<file path="src/rtl/ram_cmd_arbiter.sv">
// ram_cmd_arbiter: shares one single-port RAM command interface between two
// requesters (A = SPI slave, B = local port). Round-robin on ties, grant held
// from an address command until the matching data command completes, read
// data routed only to the owner, and a lock timeout that recovers the RAM
// from a stalled owner.
module ram_cmd_arbiter #(
  parameter int LOCK_TIMEOUT = 64
) (
  input  logic       clk,
  input  logic       rst_n,
  input  logic [9:0] a_din,
  input  logic       a_valid,
  output logic       a_ready,
  output logic [7:0] a_rdata,
  output logic       a_rvalid,
  input  logic [9:0] b_din,
  input  logic       b_valid,
  output logic       b_ready,
  output logic [7:0] b_rdata,
  output logic       b_rvalid,
  output logic [9:0] ram_din,
  output logic       ram_rx_valid,
  input  logic [7:0] ram_dout,
  input  logic       ram_tx_valid,
  output logic       err_timeout
);

  localparam int CNT_W = $clog2(LOCK_TIMEOUT + 1);
  // Last idle count before the limit: reaching LOCK_TIMEOUT on this cycle's
  // increment is what releases the lock.
  localparam logic [CNT_W-1:0] CNT_LAST = CNT_W'(LOCK_TIMEOUT - 1);
  localparam logic [CNT_W-1:0] CNT_ZERO = CNT_W'(0);
  localparam logic [CNT_W-1:0] CNT_ONE  = CNT_W'(1);

  localparam logic SEL_A = 1'b0;
  localparam logic SEL_B = 1'b1;

  localparam logic [1:0] OP_WR_ADDR = 2'b00;
  localparam logic [1:0] OP_WR_DATA = 2'b01;
  localparam logic [1:0] OP_RD_ADDR = 2'b10;
  localparam logic [1:0] OP_RD_DATA = 2'b11;

  typedef enum logic [1:0] {
    ST_IDLE    = 2'b00,
    ST_GRANT   = 2'b01,
    ST_RD_WAIT = 2'b10
  } state_t;

  // Where an accepted command leaves the arbiter; identical from IDLE and GRANT.
  function automatic state_t next_from_op(input logic [1:0] op);
    state_t nxt;
    case (op)
      OP_WR_ADDR: nxt = ST_GRANT;
      OP_RD_ADDR: nxt = ST_GRANT;
      OP_WR_DATA: nxt = ST_IDLE;
      OP_RD_DATA: nxt = ST_RD_WAIT;
      default:    nxt = ST_IDLE;
    endcase
    return nxt;
  endfunction

  state_t           state_r, state_s;
  logic             owner_r, owner_s;
  logic             last_grant_r, last_grant_s;
  logic [CNT_W-1:0] cnt_r, cnt_s;

  logic             sel_s;
  logic [9:0]       cmd_s;
  logic             hs_s;
  logic             timeout_s;
  logic             rd_done_s;
  logic             a_ready_s, b_ready_s;

  logic [9:0]       ram_din_r;
  logic             ram_rx_valid_r;
  logic [7:0]       a_rdata_r, b_rdata_r;
  logic             a_rvalid_r, b_rvalid_r;
  logic             err_timeout_r;

  // Arbitration, handshake detection, lock counter and next-state decode.
  always_comb begin
    state_s      = state_r;
    owner_s      = owner_r;
    last_grant_s = last_grant_r;
    cnt_s        = cnt_r;
    sel_s        = owner_r;
    cmd_s        = a_din;
    hs_s         = 1'b0;
    timeout_s    = 1'b0;
    rd_done_s    = 1'b0;
    a_ready_s    = 1'b0;
    b_ready_s    = 1'b0;
    case (state_r)
      ST_IDLE: begin
        cnt_s = CNT_ZERO;
        if (a_valid && b_valid) begin
          sel_s = ~last_grant_r;
        end else if (b_valid) begin
          sel_s = SEL_B;
        end else begin
          sel_s = SEL_A;
        end
        cmd_s = (sel_s == SEL_B) ? b_din : a_din;
        if (a_valid || b_valid) begin
          a_ready_s    = (sel_s == SEL_A);
          b_ready_s    = (sel_s == SEL_B);
          hs_s         = 1'b1;
          owner_s      = sel_s;
          last_grant_s = sel_s;
          state_s      = next_from_op(cmd_s[9:8]);
        end else begin
          hs_s = 1'b0;
        end
      end
      ST_GRANT: begin
        sel_s     = owner_r;
        cmd_s     = (owner_r == SEL_B) ? b_din : a_din;
        a_ready_s = (owner_r == SEL_A);
        b_ready_s = (owner_r == SEL_B);
        if ((owner_r == SEL_B) ? b_valid : a_valid) begin
          hs_s    = 1'b1;
          cnt_s   = CNT_ZERO;
          state_s = next_from_op(cmd_s[9:8]);
        end else if (cnt_r == CNT_LAST) begin
          timeout_s = 1'b1;
          cnt_s     = CNT_ZERO;
          state_s   = ST_IDLE;
        end else begin
          cnt_s = cnt_r + CNT_ONE;
        end
      end
      ST_RD_WAIT: begin
        // Data arriving on the limit cycle takes priority over the timeout.
        if (ram_tx_valid) begin
          rd_done_s = 1'b1;
          cnt_s     = CNT_ZERO;
          state_s   = ST_IDLE;
        end else if (cnt_r == CNT_LAST) begin
          timeout_s = 1'b1;
          cnt_s     = CNT_ZERO;
          state_s   = ST_IDLE;
        end else begin
          cnt_s = cnt_r + CNT_ONE;
        end
      end
      default: begin
        cnt_s   = CNT_ZERO;
        state_s = ST_IDLE;
      end
    endcase
  end

  // Arbiter state, ownership and lock counter registers.
  always_ff @(posedge clk or negedge rst_n) begin
    if (!rst_n) begin
      state_r      <= ST_IDLE;
      owner_r      <= SEL_A;
      last_grant_r <= SEL_B;
      cnt_r        <= CNT_ZERO;
    end else begin
      state_r      <= state_s;
      owner_r      <= owner_s;
      last_grant_r <= last_grant_s;
      cnt_r        <= cnt_s;
    end
  end

  // Registered RAM command, read-data return and timeout pulse.
  always_ff @(posedge clk or negedge rst_n) begin
    if (!rst_n) begin
      ram_din_r      <= 10'h000;
      ram_rx_valid_r <= 1'b0;
      a_rdata_r      <= 8'h00;
      b_rdata_r      <= 8'h00;
      a_rvalid_r     <= 1'b0;
      b_rvalid_r     <= 1'b0;
      err_timeout_r  <= 1'b0;
    end else begin
      ram_rx_valid_r <= hs_s;
      if (hs_s) begin
        ram_din_r <= cmd_s;
      end
      a_rvalid_r    <= rd_done_s && (owner_r == SEL_A);
      b_rvalid_r    <= rd_done_s && (owner_r == SEL_B);
      if (rd_done_s && (owner_r == SEL_A)) begin
        a_rdata_r <= ram_dout;
      end
      if (rd_done_s && (owner_r == SEL_B)) begin
        b_rdata_r <= ram_dout;
      end
      err_timeout_r <= timeout_s;
    end
  end

  assign a_ready      = a_ready_s;
  assign b_ready      = b_ready_s;
  assign ram_din      = ram_din_r;
  assign ram_rx_valid = ram_rx_valid_r;
  assign a_rdata      = a_rdata_r;
  assign b_rdata      = b_rdata_r;
  assign a_rvalid     = a_rvalid_r;
  assign b_rvalid     = b_rvalid_r;
  assign err_timeout  = err_timeout_r;

endmodule

</file>
<file path="config.mk">
export PLATFORM = sky130hd
export DESIGN_NAME = ram_cmd_arbiter
export DESIGN_NICKNAME = d
export VERILOG_FILES = /design/src/rtl/ram_cmd_arbiter.sv
export SDC_FILE = /design/constraint.sdc
export NUM_CORES = 1
export LEC_CHECK = 0
export CORE_MARGIN = 2
export CORE_UTILIZATION = 51
export CTS_BUF_LIST = sky130_fd_sc_hd__clkbuf_8
export DETAILED_ROUTE_END_ITERATION = 12
export GPL_TIMING_DRIVEN = 0
export PLACE_DENSITY = 0.9
export SKIP_LAST_GASP = 1
export SLEW_MARGIN = 20
export SYNTH_ARGS = -nofsm -noshare
export SYNTH_HDL_FRONTEND = slang
export SYNTH_SLANG_ARGS = --single-unit
export TNS_END_PERCENT = 50
</file>
<file path="constraint.sdc">
create_clock -name clk -period 5.5 [get_ports clk]
set_input_delay 1.1 -clock clk [delete_from_list [all_inputs] [get_ports clk]]
set_output_delay 1.1 -clock clk [all_outputs]
set_load 0.03 [all_outputs]
</file>
# [Word-level counts from Yosys, hierarchy flattened]
# Index checks and enable logic that the tools add are counted.
[word_totals] reg_bits=41 output_inout_bits=32 wordCells=66
[classes] n_addsub=1 n_eq_ne=10 mux=31 n_bitwise=3 n_reduce_logical=10
[op_table] operator="2-to-1 mux 7 bit" n=3
[op_table] operator="2-to-1 mux 10 bit" n=2
[op_table] operator="case mux 10 bit (2 select lines)" n=1
[op_table] operator="case mux 2 bit (3 select lines)" n=3
[op_table] operator="case mux 7 bit (2 select lines)" n=1
[op_table] operator="2-to-1 mux 1 bit" n=13
[op_table] operator="equality test 2 bit (second input constant)" n=5
[op_table] operator="2-to-1 mux 2 bit" n=4
[op_table] operator="case mux 1 bit (2 select lines)" n=4
[op_table] operator="adder 7 x 1 -> 7 bit (second input constant)" n=1
[op_table] operator="equality test 7 x 6 -> 1 bit (second input constant)" n=1
[op_table] operator="equality test 2 x 1 -> 1 bit (second input constant)" n=3
[op_table] operator="zero test 2 bit" n=3
[op_table] operator="OR reduction 2 bit" n=2
[op_table] operator="logical AND 1 bit" n=3
[op_table] operator="inverter 1 bit" n=3
[op_table] operator="!= test 2 bit (second input constant)" n=1
[op_table] operator="AND reduction 2 bit" n=1
[op_table] operator="logical OR 1 bit" n=1

# [Logic depth before layout (Yosys ltp)]
# Gate-level depths: netlist (run 1).
[logic_depth] word_depth=9 mapped_depth=8 ltp_nobuf=6

# [Worst setup path before layout (run 1)]
# No wires, ideal clock.
[synth_timing] path_type="in2out" startpoint="input port a_valid" endpoint="output port b_ready" arrival_time_ps=1681 setup_slack_ps=2719 path_stages=4 path_buffers=2 cell_sequence="buf_4 > nand2_1 > a32o_1 > buf_6"
[synth_via] elab_chain_cells=5 word_cells_on_any_way=6
[synth_lines] element="from (decl)" line_no="12" rtl="input logic a_valid,"
[synth_lines] element="logical AND 1 bit" line_no="96" rtl="if (a_valid && b_valid) begin"
[synth_lines] element="2-to-1 mux 1 bit" line_no="96"
[synth_lines] element="2-to-1 mux 1 bit" line_no="93" rtl="case (state_r)"
[synth_lines] element="2-to-1 mux 1 bit *" line_no="104" rtl="if (a_valid || b_valid) begin"
[synth_lines] element="case mux 1 bit (2 select lines) *" line_no="93"
[synth_lines] element="to (decl)" line_no="18" rtl="output logic b_ready,"
# Mark *: on every way between the ends. The rest lies on a longest branch, timed or not. The select of a mux whose other input is x is not followed.

# [Final worst setup path (run 1)]
[layout_timing] startpoint="register state_r[0]" endpoint="output port a_ready"
[layout_via] elab_chain_cells=2 word_cells_on_any_way=3
[layout_lines] element="from (decl)" line_no="62" rtl="state_t state_r, state_s;"
[layout_lines] element="from (signal assigned)" line_no="161" rtl="state_r <= state_s;"
[layout_lines] element="equality test 2 x 1 -> 1 bit or zero test 2 bit (tied branches)" line_no="93"
[layout_lines] element="case mux 1 bit (2 select lines) *" line_no="93"
[layout_lines] element="to (decl)" line_no="13" rtl="output logic a_ready,"
# Mark *: on every way between the ends. The rest lies on a longest branch, timed or not.

==> impl.org, run 1 <==
** STA
- Crit path setup slack, layout :: 2030 ps
- Pins over their slew limit :: 0
- Final worst path period need :: 3470 ps
- Final count of hold timing violations :: 0
- Fraction of the cycle the final worst path needs :: 0.631
- Final setup violation count :: 0
- Worst slew margin :: 0.699
- Adding up every negative setup slack in the final design gives 0 ps.
- Static timing analysis puts the maximum clock frequency at 288 MHz.
- For the final database, setup skew stands at 7.16 ps.
- Worst-margin pin slew :: 450 ps
- Setup repair after global routing left no endpoint under its margin.

** Final layout
- Multi-input gate area in the final layout :: 876 um^2
- Utilization after layout :: 0.763
- 0 antenna diodes ended up in the layout.
- Share of cells above drive strength 1 :: 0.171
- The finished layout holds 293 standard cells, fillers aside.
- Fill cells in the final layout number 262.
- Number of nets in the finished design :: 282
- Summing all flip-flop and latch instances after layout gives 1030 um^2.
- The area growth from synthesis to layout is 42.1%.

** Yosys
- In this run the mean area of a mapped cell was 11.4 um^2.
- Of the synthesized area, sequential elements account for 0.519.
- Counting flops and latches in the post-synthesis netlist gives 41.
- Number of synthesis warnings :: 0
- Synth async-reset ratio :: 1.00
- Synthesized net count :: 212
- The netlist uses 40 different library cells.
- The most used flip-flop cell after synthesis is dfrtp_1.
- Summing every instance area after synthesis gives 1980 um^2.
- In this run, synthesis inferred 0 flip-flops with an integrated enable.
- In the synthesized netlist, the number of instances is 174.

** Critical path
- STA puts the critical path data required time at 4400 ps.
- STA puts the critical path data arrival time at 2370 ps.
- WS Path Type :: reg -> out
- Critical path launch point type :: register
- Biggest fanout along the worst timing path :: 10
- STA classifies the critical path endpoint as an output port.

** Clocking
- Post-CTS Setup Bufs :: 0
- Counting every sink on the clock net gives 41.
- After clock tree synthesis, the clock-pin slew on the worst setup and hold paths is 80 ps.
- Source-to-sink clock delay at the later pin of the worst-skew pair :: 300 ps
- CTS Buffer Depth :: 2
- The H-tree was split into 2 levels.
- Count of cells resized by post-cts repair :: 0
- Number of buffers inserted by hold repair at cts :: 0
- Clock tree from TritonCTS :: yes
- Number of buffers added by the clock tree synthesis step :: 5
- The root buffer cell chosen for the clock tree is clkbuf_8.

** Run
- Total of max-cap violations :: 0

** Route
- In this run, the number of DRC markers left after iteration 0 of detailed routing was 135.
- In the final routed layout, each cell accounts on average for 14.7 um.
- Mean number of vias per cell :: 5.27
- Post-route DRC violation count :: 0
- The detail route stage leaves a number of antenna-violating nets equal to 0.
- Final wirelength :: 4310 um
- Pre-Repair DR Iteration Count :: 4
- Across all layers, the routed design uses 1544 vias.

** Global routing
- Pin count of the biggest net entering global routing :: 35
- The first global-routing pass estimated 7050 um of wire.
- Congestion Overflow GR :: 0
- After global routing, the most crowded layer is met2.
- For met3 alone, demand over resource in global routing was 0.0647.
- In the global route stage, met2 resource usage came out at 0.353.
- Global Route Usage Sum :: 0.214
- Vias in the first global route :: 1528
- Initial antenna violation count :: 0
- GR Util met1 :: 0.272

** Floorplan
- Initial standard-cell utilization of the core :: 0.537
- Row generation in the floorplan step produced 22 rows.
- The die is 66.3 um tall.
- The die covers 4400 um^2.
- The die is 66.3 um wide.
- The floorplan step defined a core boundary enclosing 3690 um^2.
- Pin placement for this block handled 65 I/O pins.

** Placement
- Placed insts :: 285
- The count of buffers added on input and output ports is 62.
- Setup slack at placement :: 2090 ps
- Placed wire-length estimate :: 3130 um
- At the end of routability-driven placement, the weighted congestion stood at 0.864.

** Pwr
- Power Total :: 0.00171 W
- Leakage component of the power :: 1.28 nW
- For this design the ratio of total power to cell area is 607 nW/um^2.
- The worst-case IR drop observed on VDD is 0.395 mV.

** Hold path
- The path class of the tightest hold or removal check is reg -> reg.

** Outcome
- The run finished with clean final reports.
==> where the power goes <==
group          switching (W)  internal [W]  total [W]
logic               0.000482      0.000436   0.000917
registers          0.0000731      0.000424   0.000497
clock network       0.000112      0.000183   0.000295
==> cell usage in the layout, fill, tap and decap left out, types with 3 or more instances in the layout <==
cell,n
nand3_1,4
buf_2,3
a21oi_1,4
mux2_4,8
nor2_1,10
a32o_1,3
mux2_2,12
a31oi_1,3
nand2_1,30
inv_1,7
a22o_1,11
buf_4,3
ha_1,5
dfrtp_1,40
clkbuf_8,5
clkdlybuf4s50_1,61
==> critical path: stages (launching register included) <==
cell	delay [ps]
dfrtp_1	420
inv_1	110
ha_1	290
clkbuf_1	380
a31o_2	220
clkdlybuf4s50_1	660
==> cell usage after synthesis, types with 3 or more instances <==
cell	instances	area, um^2
dfrtp_1	40	1000
nand2_1	30	113
mux2_2	12	135
a22o_1	11	96.3
nor2_1	10	37.5
mux2_4	8	120
inv_1	7	26.3
ha_1	5	62.6
a21oi_1	4	20.0
nand3_1	4	20.0
a31oi_1	3	18.8
a32o_1	3	30.0
buf_4	3	22.5
==> state kept, by name (all words and copies together) (netlist names) <==
name          flops
ram_din          10
a_rdata           8
b_rdata           8
cnt_r             7
state_r           2
a_rvalid          1
b_rvalid          1
err_timeout       1
last_grant_r      1
owner_r           1
ram_rx_valid      1
==> per-stage QoR <==
step / hold WS, ps / instance area [um^2]
after CTS: 467 / 2810
after global routing: 492 / 2810
after floorplan: 432 / 1980
after global placement: 450 / 2660
final: 468 / 2810
after detailed placement: 456 / 2680
==> layer usage <==
layer / up-vias / share of wire
met2: 61 / 0.48
met1: 733 / 0.44
met4: 0 / 0.0074
met3: 4 / 0.071
met5: - / 0
li1: 746 / -
==> cells by family (layout without fill, tap and decap cells) <==
| group | Yosys count | count (layout) | share of synthesized area |
|---|---|---|---|
| AOI/OAI and AO/OA | 32 | 32 | 0.127 |
| xor gates and xnor gates | 4 | 4 | 0.0177 |
| adders and majority gates | 5 | 5 | 0.0316 |
| buffers and inverters | 15 | 86 | 0.0392 |
| DFF | 41 | 41 | 0.519 |
| muxes | 23 | 23 | 0.145 |
| and+or+nand+nor | 54 | 54 | 0.121 |
==> final timing paths <==
path / startpoint / endpoint / slack, ps / cells after the start
max in group asynchronous: rst_n / state_r[0] / 4430 / 2
hold reg to reg: cnt_r[0] / cnt_r[0] / 470 / 1
setup / recovery: state_r[0] / a_ready / 2030 / 5
min in group asynchronous: rst_n / cnt_r[4] / 640 / 1
setup reg to reg: state_r[1] / ram_din[8] / 3540 / 8
hold / removal: cnt_r[0] / cnt_r[0] / 470 / 1
==> final cells by class <==
class                   count  area share
plain buffers               7      0.0169
clock buffers               5      0.0245
clock inverters             3      0.0245
inverters                   8      0.0107
multi-input cells         118       0.311
flip-flops and latches     41       0.365
well taps                  48      0.0213
repair buffers             63       0.226
Note: power is estimated with default switching activity, not from simulation.
==> inputs of run 2 (changes only) <==
--- a/config.mk
+++ b/config.mk
@@ -6,11 +6,11 @@
 export NUM_CORES = 1
 export LEC_CHECK = 0
 export CORE_MARGIN = 2
-export CORE_UTILIZATION = 51
+export CORE_UTILIZATION = 47
 export CTS_BUF_LIST = sky130_fd_sc_hd__clkbuf_8
 export DETAILED_ROUTE_END_ITERATION = 12
 export GPL_TIMING_DRIVEN = 0
-export PLACE_DENSITY = 0.9
+export PLACE_DENSITY = 0.84
 export SKIP_LAST_GASP = 1
 export SLEW_MARGIN = 20
 export SYNTH_ARGS = -nofsm -noshare
==> constraint.sdc (replaced) <==
create_clock -name clk -period 3.5 [get_ports clk]
set_input_delay 0.7 -clock clk [delete_from_list [all_inputs] [get_ports clk]]
set_output_delay 0.7 -clock clk [all_outputs]
set_load 0.03 [all_outputs]
==> run 2 against run 1 <==
Via count barely moved; combinational power rose by 57%; clock power rose by 9.8%; flip-flop and latch count did not move; wire length fell by 1.6%; non-clock buffer count did not move; hold slack got worse by 110 ps; utilization fell by 7.2 points; register-to-register slack got worse by 2000 ps; cell area fell by 1.1%; clock skew fell by 3.7 ps; largest cell class unchanged; power rose by 49%.
==> impl.org, run 2 (synthesis gave the netlist of run 1 again) <==
** STA
- The routed design could run at a clock period as short as 3060 ps.
- Pins over their slew limit :: 0 (unchanged)
- The number of setup violations in the final report was 0 (unchanged).
- RSZ-0062 raised after global routing :: false
- Setup TNS Final :: 0 ps (unchanged)
- The relative slew slack came to 0.672 (-0.0272).
- The worst clock skew was 3.47 ps (-3.69 ps).
- Fraction of the cycle the final worst path needs :: 0.875
- The slew at the pin closest to its max-slew limit came to 491 ps (+40.6 ps).
- Final count of hold timing violations :: 0 (unchanged)
- Derived from the worst setup path, the maximum achievable clock frequency is 326 MHz.

** Placement
- The cell area reported after detailed placement came to 2690 um^2 (+0.37%).
- The count of buffers inserted at the top-level ports was 62 (unchanged).
- The weighted congestion at the end of routability-driven global placement was 0.870 (+0.61%).
- The post-detailed-placement half-perimeter wirelength came to 3160 um (+0.74%).

** Critical path
- Critical path launch point type :: register
- The worst-path maximum fanout is 10 (unchanged).
- Delay of the slowest cell on the worst path :: 660 ps (about the same)
- The data arrival at the endpoint of the critical path was 2360 ps (about the same).
- CP Cell Sequence :: inv_1 -> ha_1 -> clkbuf_1 -> a31o_2 -> clkdlybuf4s50_1
- Capturing element type of the critical path :: output port
- The critical path in this run is classified as reg -> out.
- Buffers plus inverters on the worst setup path :: 3 (unchanged)
- Highest-delay cell along the critical path :: clkdlybuf4s50_1
- In this design, the largest share of critical-path delay is due to buffers and inverters.
- The required time reported for the critical path endpoint came to 2800 ps (-1600 ps).

** Clocking
- Clock transition at the registers of the reported paths :: 80 ps (about the same)
- Root buffer cell :: clkbuf_8
- The number of buffers added by the clock tree synthesis step is 5 (unchanged).
- The buffers inserted during post-CTS setup optimization was 0 (unchanged).
- The clock net sink count came to 41 (unchanged).
- Source-to-sink clock delay at the later pin of the worst-skew pair :: 290 ps (about the same)
- The number of levels the H-tree was split into was 2 (unchanged).
- CTS Buffer Depth :: 2 (unchanged)
- TritonCTS built the clock tree.
- The post-cts repair resize count was 0 (unchanged).
- The quantity of hold-fixing buffers added after cts is 0 (unchanged).

** Run
- The number of max-cap violations came to 0 (unchanged).

** Global routing
- The global routing usage summed across all routing layers came to 0.195 (-0.0192).
- Initial antenna violation count :: 0 (unchanged)
- Vias in the first global route :: 1569 (+2.7%)
- The global-route congestion overflow total is 0 (unchanged).
- The pin count of the biggest net entering global routing was 24 (-31%).
- The wire length of the first global-routing pass was 6850 um (-2.8%).

** Hold path
- The min-delay analysis places its worst path in the category in -> async.

** Floorplan
- The placeable core region is 4030 um^2 (+9.2%).
- The die width came to 68.9 um (+3.9%).
- Total Die Area :: 4750 um^2 (+8.0%)
- Std cell rows :: 23 (+4.5%)
- Vertical extent of the die :: 68.9 um (+3.9%)
- The number of top-level pins came to 65 (unchanged).
- The effective utilization at floorplan came to 0.492 (-0.0454).

** Route
- Detailed-route wire length per cell :: 14.4 um (-2.3%)
- The post-detailed-routing wire length came to 4240 um (-1.6%).
- Remaining number of nets flagged by the antenna check after routing :: 0 (unchanged)
- The residual DRC count was 0 (unchanged).
- Detailed Route Iter0 Violations :: 73 (-46%)
- The number of vias after detailed routing was 1543 (-0.065%).
- The detailed-router iteration count before antenna repair is 4 (unchanged).
- Mean number of vias per cell :: 5.23 (-0.74%)

** Final layout
- Compared with the post-synthesis result, the final layout area differs by 40.5%.
- The filler cell count in the final layout was 315 (+20%).
- The library cell used most frequently in the layout, excluding fill and tap cells, is clkdlybuf4s50_1.
- The final-stage net count was 282 (unchanged).
- The cell area after layout was 2780 um^2 (-1.1%).
- Highest-count cells in the layout ignoring fill and taps :: clkdlybuf4s50_1, dfrtp_1, nand2_1, mux2_2, a22o_1
- The flip-flop count of the largest register after layout was 10 (unchanged).
- # diodes :: 0 (unchanged)
- Share of cells above drive strength 1 :: 0.171 (unchanged)

** Pwr
- The cell area power density is 913 nW/um^2 (+50%).
- Leakage component of the power :: 1.27 nW (-1.1%)
- Peak supply drop :: 0.511 mV (+29%)

** Outcome
- The flow ran to the end, and the final reports show no timing, DRC or antenna violations.
run 2: cell count changes in the layout (fill, tap and decap cells not counted):
cell,change
clkinv_2,+1
inv_6,-1
buf_16,+1
clkinv_4,+1
bufinv_16,-2
clkbuf_8,+1
buf_12,-1
run 2: worst reg2reg max path, cell delays in order (launching register included):
cell	delay (ps)
dfrtp_1	420
inv_1	90
ha_1	130
buf_2	190
nor2b_1	200
o21ai_1	70
o21ai_1	160
buf_4	260
mux2_2	350
run 2: layout make-up:
cell class	instances	area (um^2)	area share
Multi-Input combinational cell	118	876	0.315
Clock buffer	6	82.6	0.0297
Inverter	8	30.0	0.0108
Buffer	7	47.5	0.0171
Tap cell	50	62.6	0.0225
Sequential cell	41	1030	0.369
Clock inverter	2	13.8	0.00495
Timing Repair Buffer	63	643	0.231
run 2: where the power goes:
part	internal, W	total (W)	leakage [nW]	switching [W]
Clock	0.000160	0.000324	0.0512	0.000164
Sequential	0.000666	0.000775	0.518	0.000109
Combinational	0.000685	0.00144	0.700	0.000758
Total	0.00151	0.00254	1.27	0.00103
run 2: per-stage QoR:
stage               cells   util  power (W)  setup WS, ps  hold slack (ps)
floorplan             174      -    0.00171          1510              404
global placement      286  0.661    0.00220           719              449
detailed placement    287  0.667    0.00223           767              450
CTS                   295  0.691    0.00257           435              374
global route          295  0.691    0.00270           254              396
finish                295  0.691    0.00254           436              363
run 2: metal layers:
layer	GRT usage	vias up	routed length [um]
li1	-	749	-
met1	0.234	740	1780
met2	0.343	52	2160
met3	0.0682	2	285
met4	0.0319	0	14
met5	0	-	0
run 2: path summary, 6_finish.rpt:
path | depth (start not counted) | slack (ps) | end | startpoint
max | 5 | 440 | a_ready | state_r[0]
min | 1 | 360 | ram_din[0] | rst_n
max reg2reg | 8 | 1520 | ram_din[8] | state_r[1]
min reg2reg | 1 | 460 | cnt_r[0] | cnt_r[0]
max in group asynchronous | 2 | 2670 | a_rdata[5] | rst_n
min in group clk | 1 | 460 | cnt_r[0] | cnt_r[0]
==> inputs of run 3 (changes only) <==
--- a/config.mk
+++ b/config.mk
@@ -5,8 +5,9 @@
 export SDC_FILE = /design/constraint.sdc
 export NUM_CORES = 1
 export LEC_CHECK = 0
+export ABC_AREA = 1
 export CORE_MARGIN = 2
-export CORE_UTILIZATION = 47
+export CORE_UTILIZATION = 48
 export CTS_BUF_LIST = sky130_fd_sc_hd__clkbuf_8
 export DETAILED_ROUTE_END_ITERATION = 12
 export GPL_TIMING_DRIVEN = 0
==> run 3 against run 2 <==
Wire length up 8.7%; clock power down 3%; non-clock buffer count is 1 higher; maximum frequency is 4.4% lower; flip-flop and latch count stayed put; combinational power rose by 8%; critical endpoint is now b_ready; highest routed layer unchanged.
==> impl.org, run 3 <==
** Yosys
- The number of distinct standard cells referenced by the synthesized netlist was 27 (-33%).
- Cell Area, Synth :: 2090 um^2 (+5.5%)
- Register bit count reported by yosys :: 41 (unchanged)
- Ranked by total cell area, the synthesized netlist is headed by dfrtp_1, nand2_1, inv_1, nand3_1, nor2_1.
- Synth top area share :: 0.479 (-0.0263)
- dfrtp_1 takes more of the synthesized area than any other cell.
- nand2_1 is the most common cell in the netlist.
- Synthesized net count :: 304 (+43%)
- Synth top cells by count :: nand2_1, inv_1, dfrtp_1, nor2_1, nand3_1
- Share of the yosys chip area belonging to registers :: 0.492 (-0.0270)
- The fraction of registers with async set/reset came to 1.00 (unchanged).
- The synthesized instance count was 266 (+53%).
- The synthesis warning total was 0 (unchanged).
- Most frequently used flop master after synthesis :: dfrtp_1
- The average cell area after synthesis came to 7.86 um^2 (-31%).
- The number of enable flip-flop cells after synthesis is 0 (unchanged).

** STA
- The final clock period utilization by the worst path is 0.915 (+0.0401).
- The worst setup margin was 296 ps (-141 ps).
- Final setup violation count :: 0 (unchanged)
- The sum of negative setup slack came to 0 ps (unchanged).
- Worst-margin pin slew :: 455 ps (-36.0 ps)
- FMAX :: 312 MHz (-4.4%)
- RSZ-0062 raised after global routing :: false
- Worst slew margin :: 0.697 (+0.0249)
- The max-slew violation total from the final report is 0 (unchanged).
- Final worst path period need :: 3200 ps (+141 ps)
- Maximum clock skew at final layout :: 3.28 ps (-0.190 ps)
- WHS :: 353 ps (-10.1 ps)
- The number of hold violations in the final report was 0 (unchanged).

** Clocking
- Post-CTS Setup Bufs :: 0 (unchanged)
- The number of levels the H-tree was split into is 2 (unchanged).
- The clock transition time at the flip-flop clock pins of the worst setup and hold paths is 70 ps (about the same).
- Clock tree from TritonCTS :: yes
- Sink Count :: 41 (unchanged)
- Count of cells resized by post-cts repair :: 0 (unchanged)
- Number of buffers added by the clock tree synthesis step :: 5 (unchanged)
- Number of buffers inserted by hold repair at cts :: 0 (unchanged)
- The clock latency on the worst-skew pair is 290 ps (about the same).
- CTS Buffer Depth :: 2 (unchanged)
- Root buffer cell :: clkbuf_8

** Placement
- The weighted congestion at the end of routability-driven global placement came to 0.924 (+6.3%).
- Placed wire-length estimate :: 3510 um (+11%)
- The worst setup timing slack at the placement stage is 300 ps (-466 ps).
- The count of buffers inserted at the top-level ports was 64 (+3.2%).

** Critical path
- The required time reported for the critical path endpoint was 2800 ps (about the same).
- The setup slack of the worst register-to-register path was 1700 ps (+180 ps).
- FF-to-FF Start :: state_r[0]
- Highest-delay cell along the critical path :: clkdlybuf4s50_1
- The worst setup path is of the in -> out kind.
- Cell repeated most along the worst path :: nand2_1
- The data arrival at the endpoint of the critical path came to 2500 ps (+140 ps).
- Capturing element type of the critical path :: output port
- End of the worst register-to-register path :: ram_din[7]
- Delay of the slowest cell on the worst path :: 700 ps (+40 ps)
- The length in cells of the worst reg-to-reg path came to 10 (+2).
- Biggest fanout along the worst timing path :: 9 (-1)
- CP Cell Sequence :: clkdlybuf4s50_1 -> nand2_1 -> nand2_1 -> inv_1 -> nand2_1 -> nand2_2 -> clkdlybuf4s50_1
- The worst setup path is launched from an input pin.

** Route
- Remaining number of nets flagged by the antenna check after routing :: 0 (unchanged)
- Count of vias placed by the detailed router :: 1816 (+18%)
- Detailed Route Iter0 Violations :: 89 (+22%)
- Post-route DRC violation count :: 0 (unchanged)
- Final wirelength :: 4610 um (+8.7%)
- Pre-Repair DR Iteration Count :: 4 (unchanged)
- Detailed-route wire length per cell :: 11.9 um (-17%)
- The vias per cell is 4.68 (-11%).

** Pwr
- The cell area power density is 913 nW/um^2 (about the same).
- Peak supply drop :: 0.493 mV (-3.5%)
- Leakage component of the power :: 1.45 nW (+14%)

** Run
- The number of max-cap violations is 0 (unchanged).

** Final layout
- Filler Cells Inserted :: 345 (+9.5%)
- Most common library cell in the layout ignoring fill and taps :: nand2_1
- Multi-input gate area in the final layout :: 838 um^2 (-4.3%)
- Highest-count cells in the layout ignoring fill and taps :: nand2_1, clkdlybuf4s50_1, inv_1, dfrtp_1, nor2_1
- The antenna diode instance count is 0 (unchanged).
- Synth-to-layout area growth :: 39.0%
- The register area came to 1030 um^2 (unchanged).
- Max FFs per register :: 10 (unchanged)
- The fraction of layout instances using a drive strength above 1 is 0.0769 (-0.0945).
- Number of nets in the finished design :: 376 (+33%)

** Global routing
- The number of global-route vias before repair came to 1818 (+16%).
- Met2 Use GR :: 0.346 (+0.00348)
- The global-route congestion overflow total is 0 (unchanged).
- Global-route wire length before repair :: 8170 um (+19%)
- The met3 capacity usage during global routing came to 0.0606 (-0.00758).
- The number of antenna violations at the first check in global routing came to 0 (unchanged).
- Pin count of the biggest net entering global routing :: 24 (unchanged)
- After global routing, the most crowded layer is met2.
- The met1 capacity usage during global routing is 0.259 (+0.0255).
- Global Route Usage Sum :: 0.205 (+0.00983)

** Floorplan
- Core region area :: 4090 um^2 (+1.4%)
- The die width is 70.0 um (+1.5%).
- Vertical extent of the die :: 70.0 um (+1.5%)
- Initial standard-cell utilization of the core :: 0.511 (+0.0197)
- Total Die Area :: 4900 um^2 (+3.1%)
- The floorplan row count was 23 (unchanged).
- The number of top-level pins is 65 (unchanged).

** Hold path
- Class of the worst hold path :: in -> async

** Outcome
- Run status :: finished clean
## run 3: cell count changes after synthesis, sizes merged, moves of 4 or more
cell	previous run	this run
a21oi	4	0
a22o	11	0
inv	7	46
mux2	21	0
nand2	31	82
nand3	5	20
nor2	10	26
o21ai	5	19
or2	0	9
## run 3: final cells by class
class / count / share of cell area
Sequential cell: 41 / 0.354
Multi-Input combinational cell: 173 / 0.289
Timing Repair Buffer: 65 / 0.228
Inverter: 46 / 0.0594
Clock buffer: 6 / 0.0284
Tap cell: 50 / 0.0215
Buffer: 6 / 0.0177
Clock inverter: 1 / 0.00258
## run 3: worst max path at each step
stage          slack, ps  endpoint  cells after the start        from
2_1_floorplan       1120   a_ready                      7  state_r[0]
3_5_place_dp         300   b_ready                      7     a_valid
5_1_grt              160   b_ready                      7     a_valid
3_3_place_gp         300   b_ready                      7     a_valid
4_1_cts              300   b_ready                      7     a_valid
6_report             300   b_ready                      7     a_valid
## run 3: power by group
| part | total (W) | switching (W) | internal (W) |
|---|---|---|---|
| Sequential | 0.000787 | 0.000116 | 0.000671 |
| Combinational | 0.00155 | 0.000938 | 0.000614 |
| Clock | 0.000314 | 0.000158 | 0.000156 |
## run 3: worst max-delay path, delay by kind of cell
family,cells,cell delay [ps]
buf+inv,3,1280
simple gates,4,530
## run 3: metal layers
layer	wire, um	share of wire	vias to the layer above
met4	34	0.0074	0
met3	341	0.074	4
met1	2040	0.44	802
met2	2190	0.48	59
li1	-	-	951
met5	0	0	-
## run 3: per-stage QoR
stage,cell area (um^2),instances,power [W],util
global route,2910,388,0.00287,0.711
finish,2910,388,0.00265,0.711
detailed placement,2820,381,0.00235,0.689
global placement,2790,380,0.00231,0.683
CTS,2910,388,0.00267,0.711
floorplan,2090,266,0.00178,-
## run 3: cell families after synthesis
group	synth area share
simple gates	0.310
compound gates	0.0491
fa+ha+maj	0.0299
flops	0.492
buf+inv	0.107
xor+xnor	0.0126
==> variant (settings of run 3) <==
Re-encode `state_t` (3 states) as one-hot, 3 bits wide.
--- a/src/rtl/ram_cmd_arbiter.sv
+++ b/src/rtl/ram_cmd_arbiter.sv
@@ -42,6 +42,6 @@
 
-  typedef enum logic [1:0] {
-    ST_IDLE    = 2'b00,
-    ST_GRANT   = 2'b01,
-    ST_RD_WAIT = 2'b10
+  typedef enum logic [2:0] {
+    ST_IDLE    = 3'b001,
+    ST_GRANT   = 3'b010,
+    ST_RD_WAIT = 3'b100
   } state_t;
Check against the original RTL: no difference found for any inputs over 10 cycles, from zero or initial values and one cycle with rst_n low; not proved beyond that.
==> variant against run 3 <==
Worst setup slack lost 0.12 ns; wire length grew 26%; clock skew grew 0.0039 ns; highest routed layer unchanged; sequential cell count grew 1; first-iteration DRC count grew 64%; synthesized area grew 11%; sequential share of layout area shrank 1.7 points; design area grew 7.6%; critical path depth grew 1; hold slack lost 0.059 ns; total power shrank 8.6%; fmax shrank 3.7%.
==> variant: results (changes against run 3) <==
| Metric | Value |
|---|---|
| Reg-to-reg setup timing slack | 2.07 ns (was 1.70 ns) |
| Placed Area | 3039 um^2 (was 2815 um^2) |
| Dominant cells by area after synthesis | sky130_fd_sc_hd__dfrtp_1 (43%), sky130_fd_sc_hd__nand2_1 (16%), sky130_fd_sc_hd__nand3_1 (7.3%), sky130_fd_sc_hd__inv_1 (7.3%), sky130_fd_sc_hd__nor2_1 (4.2%) (was sky130_fd_sc_hd__dfrtp_1 (48%), sky130_fd_sc_hd__nand2_1 (14%), sky130_fd_sc_hd__inv_1 (7.9%), sky130_fd_sc_hd__nand3_1 (4.8%), sky130_fd_sc_hd__nor2_1 (4.5%)) |
| Number of global-route vias before repair | 2,159 (was 1,818) |
| Layout cells sized above 1 | 0.09819 (was 0.07692) |
| Worst reg2reg path endpoint | b_rdata[4]$_DFFE_PN0P_ (was ram_din[7]$_DFFE_PN0P_) |
| Global Route Usage Sum | 0.2283 (was 0.2047) |
| Max-Slew Margin vs Limit | 0.7595 (was 0.6968) |
| Buffers from clock root to sink, at most | 2 (unchanged) |
| Number of cells upsized or downsized after cts | 0 (unchanged) |
| Routability-driven placement congestion ratio | 0.8927 (was 0.9241) |
| Syn. warnings | 0 (unchanged) |
| Register area share after synthesis | 0.4549 (was 0.4916) |
| Origin of the critical flop-to-flop path | state_r[0]$_DFFE_PN1P_ (was state_r[0]$_DFFE_PN0P_) |
| Clock Skews | 0.007183 ns (was 0.003283 ns) |
| HPWL reported at the end of detailed placement | 4314 um (was 3514 um) |
| Number of H-tree branching levels | 2 (unchanged) |
| Status | finished clean (unchanged) |
| Met3 capacity usage during global routing | 0.04801 (was 0.06061) |
| IR Drop Worst-Case VDD | 0.6818 mV (was 0.4929 mV) |
| Global Route met2 Usage | 0.3681 (was 0.3460) |
| Lkg Pwr | 1.628 nW (was 1.453 nW) |
| Combined area of the multi-input logic cells | 987.2 um^2 (was 838.3 um^2) |
| Syn Nets | 348 (was 304) |
| Initial detailed-routing violation count | 146 (was 89) |
| Pin count of the biggest net entering global routing | 31 (was 24) |
| Global-route wire length before repair | 9687 um (was 8169 um) |
| Detailed-route via count | 2,236 (was 1,816) |
| Layout net count | 420 (was 376) |
| Detailed-route wire length | 5802 um (was 4607 um) |
| Maximum fanout encountered on the critical timing path | 10 (was 9) |
| Place WS | 0.1855 ns (was 0.3003 ns) |
| Worst Path Arrival | 2.63 ns (was 2.50 ns) |
| Top cell types by occurrence after synthesis | sky130_fd_sc_hd__nand2_1 (100), sky130_fd_sc_hd__inv_1 (45), sky130_fd_sc_hd__dfrtp_1 (40) (was sky130_fd_sc_hd__nand2_1 (77), sky130_fd_sc_hd__inv_1 (44), sky130_fd_sc_hd__dfrtp_1 (40)) |
| Fillers | 417 (was 345) |
variant: kinds of logic (layout without fill, tap and decap cells):
logic type,after synthesis,in the layout,synth area share
DFF,42,42,0.4549
buffers and inverters,61,134,0.1189
AOI/OAI and AO/OA,34,34,0.08050
xor gates and xnor gates,3,3,0.01135
adders and majority gates,1,1,0.005402
and+or+nand+nor,173,173,0.3290
variant: routing by layer:
metal | routed length (um) | up-vias
met5 | 0 | -
met4 | 121 | 0
met3 | 251 | 13
met2 | 2918 | 61
met1 | 2510 | 1047
li1 | - | 1115
variant: worst max-delay path, cell delays in order:
cell and delay (ns):
sky130_fd_sc_hd__clkdlybuf4s50_1 0.50, sky130_fd_sc_hd__nand2_4 0.19, sky130_fd_sc_hd__nand2_4 0.09, sky130_fd_sc_hd__buf_6 0.15, sky130_fd_sc_hd__inv_1 0.07, sky130_fd_sc_hd__nand2_1 0.09, sky130_fd_sc_hd__o21ai_0 0.12, sky130_fd_sc_hd__clkdlybuf4s50_1 0.71
variant: layout make-up:
type,count,share of cell area
inverters,52,0.06325
well taps,54,0.02162
multi-input cells,211,0.3159
clock buffers,5,0.02202
flip-flops and latches,42,0.3371
clock inverters,3,0.005604
plain buffers,9,0.02482
repair buffers,65,0.2098
variant: how the worst max path moves through the flow:
stage                    to     from  slack [ns]  cells past startpoint
floorplan           a_ready  a_valid        1.30                      5
global placement    b_ready  a_valid        0.21                      8
detailed placement  b_ready  a_valid        0.19                      8
CTS                 b_ready  a_valid        0.18                      8
global route        b_ready  a_valid        0.09                      8
finish              b_ready  a_valid        0.17                      8
variant: power by group through the flow:
| stage | logic (W) | registers (W) | clock network (W) |
|---|---|---|---|
| global route | 0.00151 | 0.000748 | 0.000337 |
| global placement | 0.00135 | 0.000735 | 0 |
| floorplan | 0.000663 | 0.000969 | 0 |
| detailed placement | 0.00138 | 0.000738 | 0 |
| CTS | 0.00138 | 0.000732 | 0.000319 |
| finish | 0.00139 | 0.000732 | 0.000309 |
variant: stage by stage:
| stage | hold WS, ns | instances | total power [W] |
|---|---|---|---|
| 2_1_floorplan | 0.4044 | 314 | 0.001632 |
| 3_3_place_gp | 0.4432 | 432 | 0.002088 |
| 3_5_place_dp | 0.4507 | 433 | 0.002114 |
| 4_1_cts | 0.3021 | 441 | 0.002434 |
| 5_1_grt | 0.3181 | 441 | 0.002599 |
| 6_report | 0.2945 | 441 | 0.002426 |
